[config.mk]
export PLATFORM = sky130hd
export DESIGN_NAME = date_setter_flat
export DESIGN_NICKNAME = d
export VERILOG_FILES = /design/src/rtl/clock_pkg.sv /design/src/rtl/date_setter_if.sv /design/src/rtl/date_validator.sv /design/src/rtl/date_setter.sv /design/src/flat_wrapper.sv
export SDC_FILE = /design/constraint.sdc
export NUM_CORES = 1
export LEC_CHECK = 0
export ABC_AREA = 0
export CORE_MARGIN = 5
export CORE_UTILIZATION = 30
export DETAILED_ROUTE_END_ITERATION = 10
export PLACE_DENSITY = 0.53
export SETUP_SLACK_MARGIN = 0.02
export SYNTH_ARGS = -nofsm -noshare
export SYNTH_HDL_FRONTEND = slang
export SYNTH_SLANG_ARGS = --single-unit
export TNS_END_PERCENT = 1
[constraint.sdc]
create_clock -name clk -period 3.9 [get_ports clk]
set_clock_uncertainty 0.2 [all_clocks]
set_input_delay 0.78 -clock clk [delete_from_list [all_inputs] [get_ports clk]]
set_output_delay 0.78 -clock clk [all_outputs]
set_load 0.01 [all_outputs]
[src/rtl/clock_pkg.sv]
// ---------------------------------------------------------------------------
// clock_pkg
// Definitions shared by the date setter and the calendar it feeds:
//   setter_state_t - states of the date entry FSM
//   ENTRY_DIGITS   - number of BCD digits in one date entry (DDMMYYYY)
//   RESET_YEAR / RESET_MONTH / RESET_DAY - the calendar's reset date
// ---------------------------------------------------------------------------
package clock_pkg;

    typedef enum logic [2:0] {
        IDLE,
        COLLECT,
        CHECK,
        COMMIT,
        ERR
    } setter_state_t;

    localparam int         ENTRY_DIGITS = 8;

    localparam int         RESET_YEAR   = 2002;
    localparam logic [3:0] RESET_MONTH  = 4'd3;
    localparam logic [4:0] RESET_DAY    = 5'd7;

endpackage

[src/rtl/date_setter_if.sv]
// ---------------------------------------------------------------------------
// date_setter_if
// Digit entry handshake plus the date/strobe outputs of the date setter.
//   digit_in    [3:0]        one BCD digit of the entered date
//   digit_valid              digit_in is presented this cycle
//   digit_ready              setter can accept a digit this cycle
//   abort                    discard the partial entry
//   date_out    [YEARRES+8:0] {year, month[3:0], day[4:0]}
//   date_ow                  one-cycle overwrite strobe for the calendar
//   busy                     an entry is in progress
//   err                      one-cycle strobe on a rejected entry
// master: the side entering digits; slave: the date setter itself.
// ---------------------------------------------------------------------------
interface date_setter_if #(
    parameter int YEARRES = 12
);

    logic [3:0]         digit_in;
    logic               digit_valid;
    logic               digit_ready;
    logic               abort;
    logic [YEARRES+8:0] date_out;
    logic               date_ow;
    logic               busy;
    logic               err;

    modport master (
        output digit_in, digit_valid, abort,
        input  digit_ready, date_out, date_ow, busy, err
    );

    modport slave (
        input  digit_in, digit_valid, abort,
        output digit_ready, date_out, date_ow, busy, err
    );

endinterface

[src/rtl/date_validator.sv]
// ---------------------------------------------------------------------------
// date_validator
// Combinational calendar check of a collected date.
//   month [3:0]              binary month
//   day   [4:0]              binary day
//   y1000, y100, y10, y1     BCD year digits
//   valid                    month in 1..12 and day in 1..month length
// Build option DATE_SETTER_GREGORIAN_LEAP_EN: full Gregorian leap rule
// (century years are leap only when divisible by 400). Without it a year
// is leap whenever it is divisible by 4, matching the calendar's rollover.
// ---------------------------------------------------------------------------
module date_validator (
    input  logic [3:0] month,
    input  logic [4:0] day,
    input  logic [3:0] y1000,
    input  logic [3:0] y100,
    input  logic [3:0] y10,
    input  logic [3:0] y1,
    output logic       valid
);
    import clock_pkg::*;

    logic       leap;
    logic [4:0] month_len;

`ifdef DATE_SETTER_GREGORIAN_LEAP_EN
    // Two-digit halves of the year; the upper half only matters for
    // century years, where divisibility by 400 reduces to Y1000Y100 % 4.
    logic [6:0] yy_lo;
    logic [6:0] yy_hi;

    assign yy_lo = 7'(y10) * 7'd10 + 7'(y1);
    assign yy_hi = 7'(y1000) * 7'd10 + 7'(y100);
    assign leap  = (yy_lo != 7'd0) ? ((yy_lo % 7'd4) == 7'd0)
                                   : ((yy_hi % 7'd4) == 7'd0);
`else
    logic [13:0] year_bin;

    assign year_bin = 14'(y1000) * 14'd1000 + 14'(y100) * 14'd100
                    + 14'(y10) * 14'd10 + 14'(y1);
    assign leap     = (year_bin % 14'd4) == 14'd0;
`endif

    // Month length lookup; out-of-range months get length 0 so any day fails.
    always_comb begin
        month_len = 5'd0;
        case (month)
            4'd1, 4'd3, 4'd5, 4'd7, 4'd8, 4'd10, 4'd12: month_len = 5'd31;
            4'd4, 4'd6, 4'd9, 4'd11:                    month_len = 5'd30;
            4'd2:                     month_len = leap ? 5'd29 : 5'd28;
            default:                                    month_len = 5'd0;
        endcase
    end

    assign valid = (month != 4'd0) && (day != 5'd0) && (day <= month_len);

endmodule

[src/rtl/date_setter.sv]
// ---------------------------------------------------------------------------
// date_setter
// Collects an 8-digit BCD date (D10 D1 M10 M1 Y1000 Y100 Y10 Y1), checks it
// and, if valid, presents it on date_out with a one-cycle date_ow strobe
// two cycles after the last digit. Rejected entries give a one-cycle err.
//   YEARRES   binary year width, must match the calendar (at most 14)
//   clk       system clock, rising edge
//   rst_n     asynchronous active-low reset
//   bus       date_setter_if.slave (digit handshake, abort, outputs)
// Build option DATE_SETTER_GREGORIAN_LEAP_EN selects the full Gregorian
// leap rule inside date_validator.
// ---------------------------------------------------------------------------
module date_setter #(
    parameter int YEARRES = 12
) (
    input  logic         clk,
    input  logic         rst_n,
    date_setter_if.slave bus
);
    import clock_pkg::*;

    localparam logic [13:0] YEAR_MAX = 14'((1 << YEARRES) - 1);

    setter_state_t      state;
    setter_state_t      next_state;

    logic [2:0]         digit_cnt;
    logic [4:0]         day_acc;
    logic [3:0]         month_acc;
    logic [13:0]        year_acc;
    logic [3:0]         year_bcd [4];
    logic               field_ovf;
    logic [YEARRES+8:0] date_reg;

    logic               digit_take;
    logic               digit_bad;
    logic               last_digit;
    logic               date_ok;
    logic               entry_ok;
    logic [6:0]         day_next;
    logic [6:0]         month_next;
    logic [13:0]        year_next;

    // Abort wins over a digit offered in the same cycle.
    assign digit_take = bus.digit_valid && bus.digit_ready && !bus.abort;
    assign digit_bad  = bus.digit_in > 4'd9;
    assign last_digit = digit_cnt == 3'(ENTRY_DIGITS - 1);

    // Wider than the stored fields so two-digit values above the field
    // range (day 33, month 19) are caught instead of wrapping to a valid one.
    assign day_next   = 7'(day_acc) * 7'd10 + 7'(bus.digit_in);
    assign month_next = 7'(month_acc) * 7'd10 + 7'(bus.digit_in);
    assign year_next  = year_acc * 14'd10 + 14'(bus.digit_in);

    date_validator u_validator (
        .month (month_acc),
        .day   (day_acc),
        .y1000 (year_bcd[0]),
        .y100  (year_bcd[1]),
        .y10   (year_bcd[2]),
        .y1    (year_bcd[3]),
        .valid (date_ok)
    );

    assign entry_ok = date_ok && !field_ovf && (year_acc <= YEAR_MAX);

    // State register.
    always_ff @(posedge clk or negedge rst_n) begin
        if (!rst_n) begin
            state <= IDLE;
        end else begin
            state <= next_state;
        end
    end

    // Next-state logic; abort overrides everything except a COMMIT in flight.
    always_comb begin
        next_state = state;
        case (state)
            IDLE: begin
                if (digit_take) begin
                    next_state = digit_bad ? ERR : COLLECT;
                end
            end
            COLLECT: begin
                if (digit_take) begin
                    if (digit_bad) begin
                        next_state = ERR;
                    end else if (last_digit) begin
                        next_state = CHECK;
                    end
                end
            end
            CHECK:   next_state = entry_ok ? COMMIT : ERR;
            COMMIT:  next_state = IDLE;
            ERR:     next_state = IDLE;
            default: next_state = IDLE;
        endcase
        if (bus.abort && state != COMMIT) begin
            next_state = IDLE;
        end
    end

    // Moore outputs decoded from the current state.
    always_comb begin
        bus.digit_ready = 1'b0;
        bus.date_ow     = 1'b0;
        bus.err         = 1'b0;
        bus.busy        = 1'b1;
        case (state)
            IDLE: begin
                bus.digit_ready = 1'b1;
                bus.busy        = 1'b0;
            end
            COLLECT: bus.digit_ready = 1'b1;
            COMMIT:  bus.date_ow     = 1'b1;
            ERR:     bus.err         = 1'b1;
            default: bus.busy        = 1'b1;
        endcase
    end

    // Digit accumulation. Any return to IDLE wipes the partial entry; the
    // first digit of each field overwrites rather than accumulates.
    // date_reg is loaded on the edge into COMMIT so the calendar sees the
    // new date while date_ow is high.
    always_ff @(posedge clk or negedge rst_n) begin
        if (!rst_n) begin
            digit_cnt <= '0;
            day_acc   <= '0;
            month_acc <= '0;
            year_acc  <= '0;
            field_ovf <= 1'b0;
            for (int i = 0; i < 4; i++) begin
                year_bcd[i] <= '0;
            end
            date_reg  <= {YEARRES'(RESET_YEAR), RESET_MONTH, RESET_DAY};
        end else begin
            if (next_state == IDLE) begin
                digit_cnt <= '0;
                day_acc   <= '0;
                month_acc <= '0;
                year_acc  <= '0;
                field_ovf <= 1'b0;
                for (int i = 0; i < 4; i++) begin
                    year_bcd[i] <= '0;
                end
            end else if (digit_take && !digit_bad) begin
                digit_cnt <= digit_cnt + 3'd1;
                case (digit_cnt)
                    3'd0: begin
                        day_acc   <= {1'b0, bus.digit_in};
                        field_ovf <= 1'b0;
                    end
                    3'd1: begin
                        day_acc <= day_next[4:0];
                        if (day_next > 7'd31) begin
                            field_ovf <= 1'b1;
                        end
                    end
                    3'd2: month_acc <= bus.digit_in;
                    3'd3: begin
                        month_acc <= month_next[3:0];
                        if (month_next > 7'd15) begin
                            field_ovf <= 1'b1;
                        end
                    end
                    default: begin
                        year_acc <= (digit_cnt == 3'd4) ? 14'(bus.digit_in) : year_next;
                        year_bcd[digit_cnt[1:0]] <= bus.digit_in;
                    end
                endcase
            end

            if (state == CHECK && next_state == COMMIT) begin
                date_reg <= {year_acc[YEARRES-1:0], month_acc, day_acc};
            end
        end
    end

    assign bus.date_out = date_reg;

endmodule

[src/flat_wrapper.sv]
// flat-port wrapper written by rule: the top's interface ports become plain ports
module date_setter_flat import clock_pkg::*;
#(
    parameter int YEARRES = 12
)
  (clk, rst_n, bus_digit_in, bus_digit_valid, bus_abort, bus_digit_ready, bus_date_out, bus_date_ow, bus_busy, bus_err);
  date_setter_if #(.YEARRES(YEARRES)) bus_i ();
  input  logic clk;
  input  logic rst_n;
  input wire logic [$bits(bus_i.digit_in)-1:0] bus_digit_in;
  input wire logic [$bits(bus_i.digit_valid)-1:0] bus_digit_valid;
  input wire logic [$bits(bus_i.abort)-1:0] bus_abort;
  output wire logic [$bits(bus_i.digit_ready)-1:0] bus_digit_ready;
  output wire logic [$bits(bus_i.date_out)-1:0] bus_date_out;
  output wire logic [$bits(bus_i.date_ow)-1:0] bus_date_ow;
  output wire logic [$bits(bus_i.busy)-1:0] bus_busy;
  output wire logic [$bits(bus_i.err)-1:0] bus_err;
  assign bus_i.digit_in = bus_digit_in;
  assign bus_i.digit_valid = bus_digit_valid;
  assign bus_i.abort = bus_abort;
  assign bus_digit_ready = bus_i.digit_ready;
  assign bus_date_out = bus_i.date_out;
  assign bus_date_ow = bus_i.date_ow;
  assign bus_busy = bus_i.busy;
  assign bus_err = bus_i.err;
  date_setter #(.YEARRES(YEARRES)) u_core (.clk(clk), .rst_n(rst_n), .bus(bus_i));
endmodule
==> run summary <==
antenna violations before repair = 0
DP HPWL = 6560 µm
crit-path max FO = 5
fillcell total = 1298
CP most frequent cell = ha_1
met2 WL = 4080 µm
GRT Overall Usage = 0.124
Clock Pin Slew Worst Setup and Hold Paths = 70 ps
distinct cell type count after synthesis = 61
first drt pass iteration count = 4
Root Buffer Master = clkbuf_16
RSZ-0062 raised after global routing = no
DR top layer = met4
Die Area = 0.0153 mm²
number of flops mapped to enable cells by yosys = 0
DIE HEIGHT = 124 µm
Synth Cell Area = 0.00388 mm²
worst-skew pair later-pin latency = 300 ps
WHS Endpoint = u_core.bus.date_out[14]$_DFFE_PN0P_
Crit path arrival time = 3400 ps
Pwr Density = 261 mW/mm²
die span in x = 124 µm
multi-input logic area = 0.00238 mm²
Synth Flop Type = dfrtp_1
share of layout cells above drive strength 1 = 0.138
antenna-violating nets left = 0
final WL = 8710 µm
Async SR Flop Fraction = 1.00
CTS tree = done
Core Region = 0.0127 mm²
leakage power = 2.13 nW
Buffers & Inverters on Critical Path = 1
final setup margin = 492 ps
flop2flop setup slack = 490 ps
drt via density = 4.99
startpoint types = flip-flop
Mapped Cells = 376
cells along the critical path = ha_1 -> ha_1 -> inv_1 -> fa_1 -> nor2b_1 -> o2111ai_1 -> a211o_1 -> o2111a_1 -> nor4_4 -> xnor3_1 -> a22o_1
Site Rows = 41
I/O pins = 33
R2R depth = 11
synthesized flop and latch total = 54
clk buf depth = 2
f_max = 293 MHz
first-pass GRT wire length = 15000 µm
IO Port Bufs = 32
Avg Cell Area, Syn = 10.3 µm²
total gr overflow = 0
reg2reg end = u_core.year_acc[13]$_DFFE_PN0P_
yosys warns = 0
Slew HR = 0.533
Setup WS pre-CTS = 346 ps
Final Setup Violations = 0
Worst Max-Slew Pin Slew = 700 ps
pins over their slew limit = 0
Net Count, Synth = 436
gpl congestion = 0.800
# resized after CTS = 0
Num CTS Buffers = 5
WP data required = 3890 ps
path category of the worst min-delay check = reg -> reg
Worst Hold Launch = u_core.bus.date_out[14]$_DFFE_PN0P_
initial DRC count = 84
Sink Count = 54
Routed WL per cell = 14.9 µm
largest net degree at the start of global routing = 30
critical path class = reg -> reg
MaxCap Viol Count = 0
Seq. cell area = 0.00137 mm²
Hold Vio Cnt, Final = 0
total number of vias = 2916
DRC = 0
sequential share of the synthesized area = 0.352
# nets final = 471
Post-CTS Hold Fix Bufs = 0
minimum clock period = 3410 ps
M1 WL = 4160 µm
vias in the first global route = 2983
Tcrit/Tclk final = 0.874
setup_tns = 0 ps
VDD IR max = 0.134 mV
status = completed
max incr delay on CP = 460 ps
antenna cell count = 0
met3 WL post-DR = 346 µm
Starting Density = 0.306
H-tree depth = 2
CP endpoint kind = flip-flop
post-CTS setup buffer count = 0
family with the most delay on the worst path = compound AO/OA/AOI/OAI gates
hold depth = 1
slowest CP cell = dfrtp_1
area growth from synthesis to layout = 17.8%
worst flop-to-flop path startpoint = u_core.year_acc[1]$_DFFE_PN0P_
-- final cells by class --
class / count / area share
clock buffers: 7 / 0.0312
clock inverters: 1 / 0.00657
inverters: 14 / 0.0115
multi-input cells: 295 / 0.521
flip-flops and latches: 54 / 0.299
well taps: 172 / 0.0471
repair buffers: 41 / 0.0837
-- cell families after synthesis --
| group | after synthesis | synth area share |
|---|---|---|
| xor gates and xnor gates | 25 | 0.0600 |
| and+or+nand+nor | 102 | 0.138 |
| adders and majority gates | 52 | 0.179 |
| muxes | 33 | 0.0919 |
| AOI/OAI and AO/OA | 83 | 0.144 |
| DFF | 54 | 0.352 |
| buffers and inverters | 27 | 0.0345 |
-- cells in the final DEF (no fill, tap or decap), types with 3 or more instances in the layout --
cell,n
a211oi_1,5
a21o_1,9
a21oi_1,19
a22o_1,3
a31oi_1,3
buf_4,9
clkbuf_16,5
clkdlybuf4s50_1,31
dfrtp_1,42
dfstp_2,12
fa_1,6
ha_1,46
inv_1,14
mux2_1,6
mux2_2,15
mux2i_1,12
nand2_1,24
nand3_1,11
nand4_1,3
nor2_1,28
nor2b_1,4
nor3_1,5
nor3b_1,5
o211ai_1,3
o21a_1,3
o21ai_0,19
o21ai_1,3
or3_1,3
xnor2_1,17
xor2_1,7
-- Yosys cell counts (all sizes together) (2+ instances only) --
library cell / n / area share
nor3: 5 / 0.0064
mux2: 21 / 0.061
nand4: 3 / 0.0048
nor3b: 5 / 0.0097
fa: 6 / 0.031
mux2i: 12 / 0.031
nand3: 11 / 0.014
o21ai: 22 / 0.028
a31oi: 4 / 0.010
xnor2: 17 / 0.038
or3: 3 / 0.0048
xor2: 7 / 0.016
a211o: 2 / 0.0045
nor2: 29 / 0.028
clkbuf: 8 / 0.010
and3: 2 / 0.0032
o21a: 3 / 0.0058
and2: 2 / 0.0039
nand2: 25 / 0.025
a21oi: 21 / 0.029
dfstp: 12 / 0.081
ha: 46 / 0.15
inv: 14 / 0.014
or2: 2 / 0.0032
dfrtp: 42 / 0.27
or4: 2 / 0.0039
nor2b: 4 / 0.0064
a32oi: 2 / 0.0045
o211ai: 3 / 0.0058
a211oi: 5 / 0.0097
a22o: 3 / 0.0068
a21o: 10 / 0.021
buf: 5 / 0.011
and4: 2 / 0.0048
-- sequential cells by signal, indices dropped and copies added (netlist names) --
signal / flops
u_core.year_bcd: 3
u_core.field_ovf: 1
u_core.digit_cnt: 3
u_core.day_acc: 5
u_core.state: 3
u_core.year_acc: 14
u_core.month_acc: 4
u_core.bus.date_out: 21
-- worst max-delay path by stage --
stage	slack, ps	endpoint	cells after the start	startpoint
6_report	490	u_core.year_acc[13]$_DFFE_PN0P_	11	u_core.year_acc[1]$_DFFE_PN0P_
5_1_grt	290	u_core.year_acc[13]$_DFFE_PN0P_	11	u_core.year_acc[1]$_DFFE_PN0P_
4_1_cts	480	u_core.year_acc[13]$_DFFE_PN0P_	11	u_core.year_acc[1]$_DFFE_PN0P_
3_5_place_dp	350	u_core.year_acc[13]$_DFFE_PN0P_	10	bus_digit_in[1]
3_3_place_gp	390	u_core.year_acc[13]$_DFFE_PN0P_	10	bus_digit_in[1]
2_1_floorplan	780	u_core.year_acc[13]$_DFFE_PN0P_	11	u_core.year_acc[1]$_DFFE_PN0P_
-- per-layer routing --
metal | global-route usage | vias to the layer above
met1 | 0.165 | 1419
met5 | 0 | -
met3 | 0.0313 | 11
met2 | 0.207 | 54
met4 | 0.0249 | 0
li1 | - | 1432
-- stage by stage --
stage	cells	hold WS (ps)	instance area, µm²	power [mW]	util
floorplan	376	274	3880	0.628	-
global placement	576	279	4400	0.671	0.347
detailed placement	576	278	4400	0.674	0.347
CTS	584	299	4570	1.21	0.361
global route	584	309	4570	1.25	0.361
finish	584	291	4570	1.19	0.361
-- power by group --
part           internal [mW]  total, mW  switching (mW)
sequential             0.563      0.570         0.00670
combinational         0.0358     0.0923          0.0565
clock                  0.322      0.532           0.211
total                  0.920       1.19           0.274
Power figures use the tool's default switching activity.
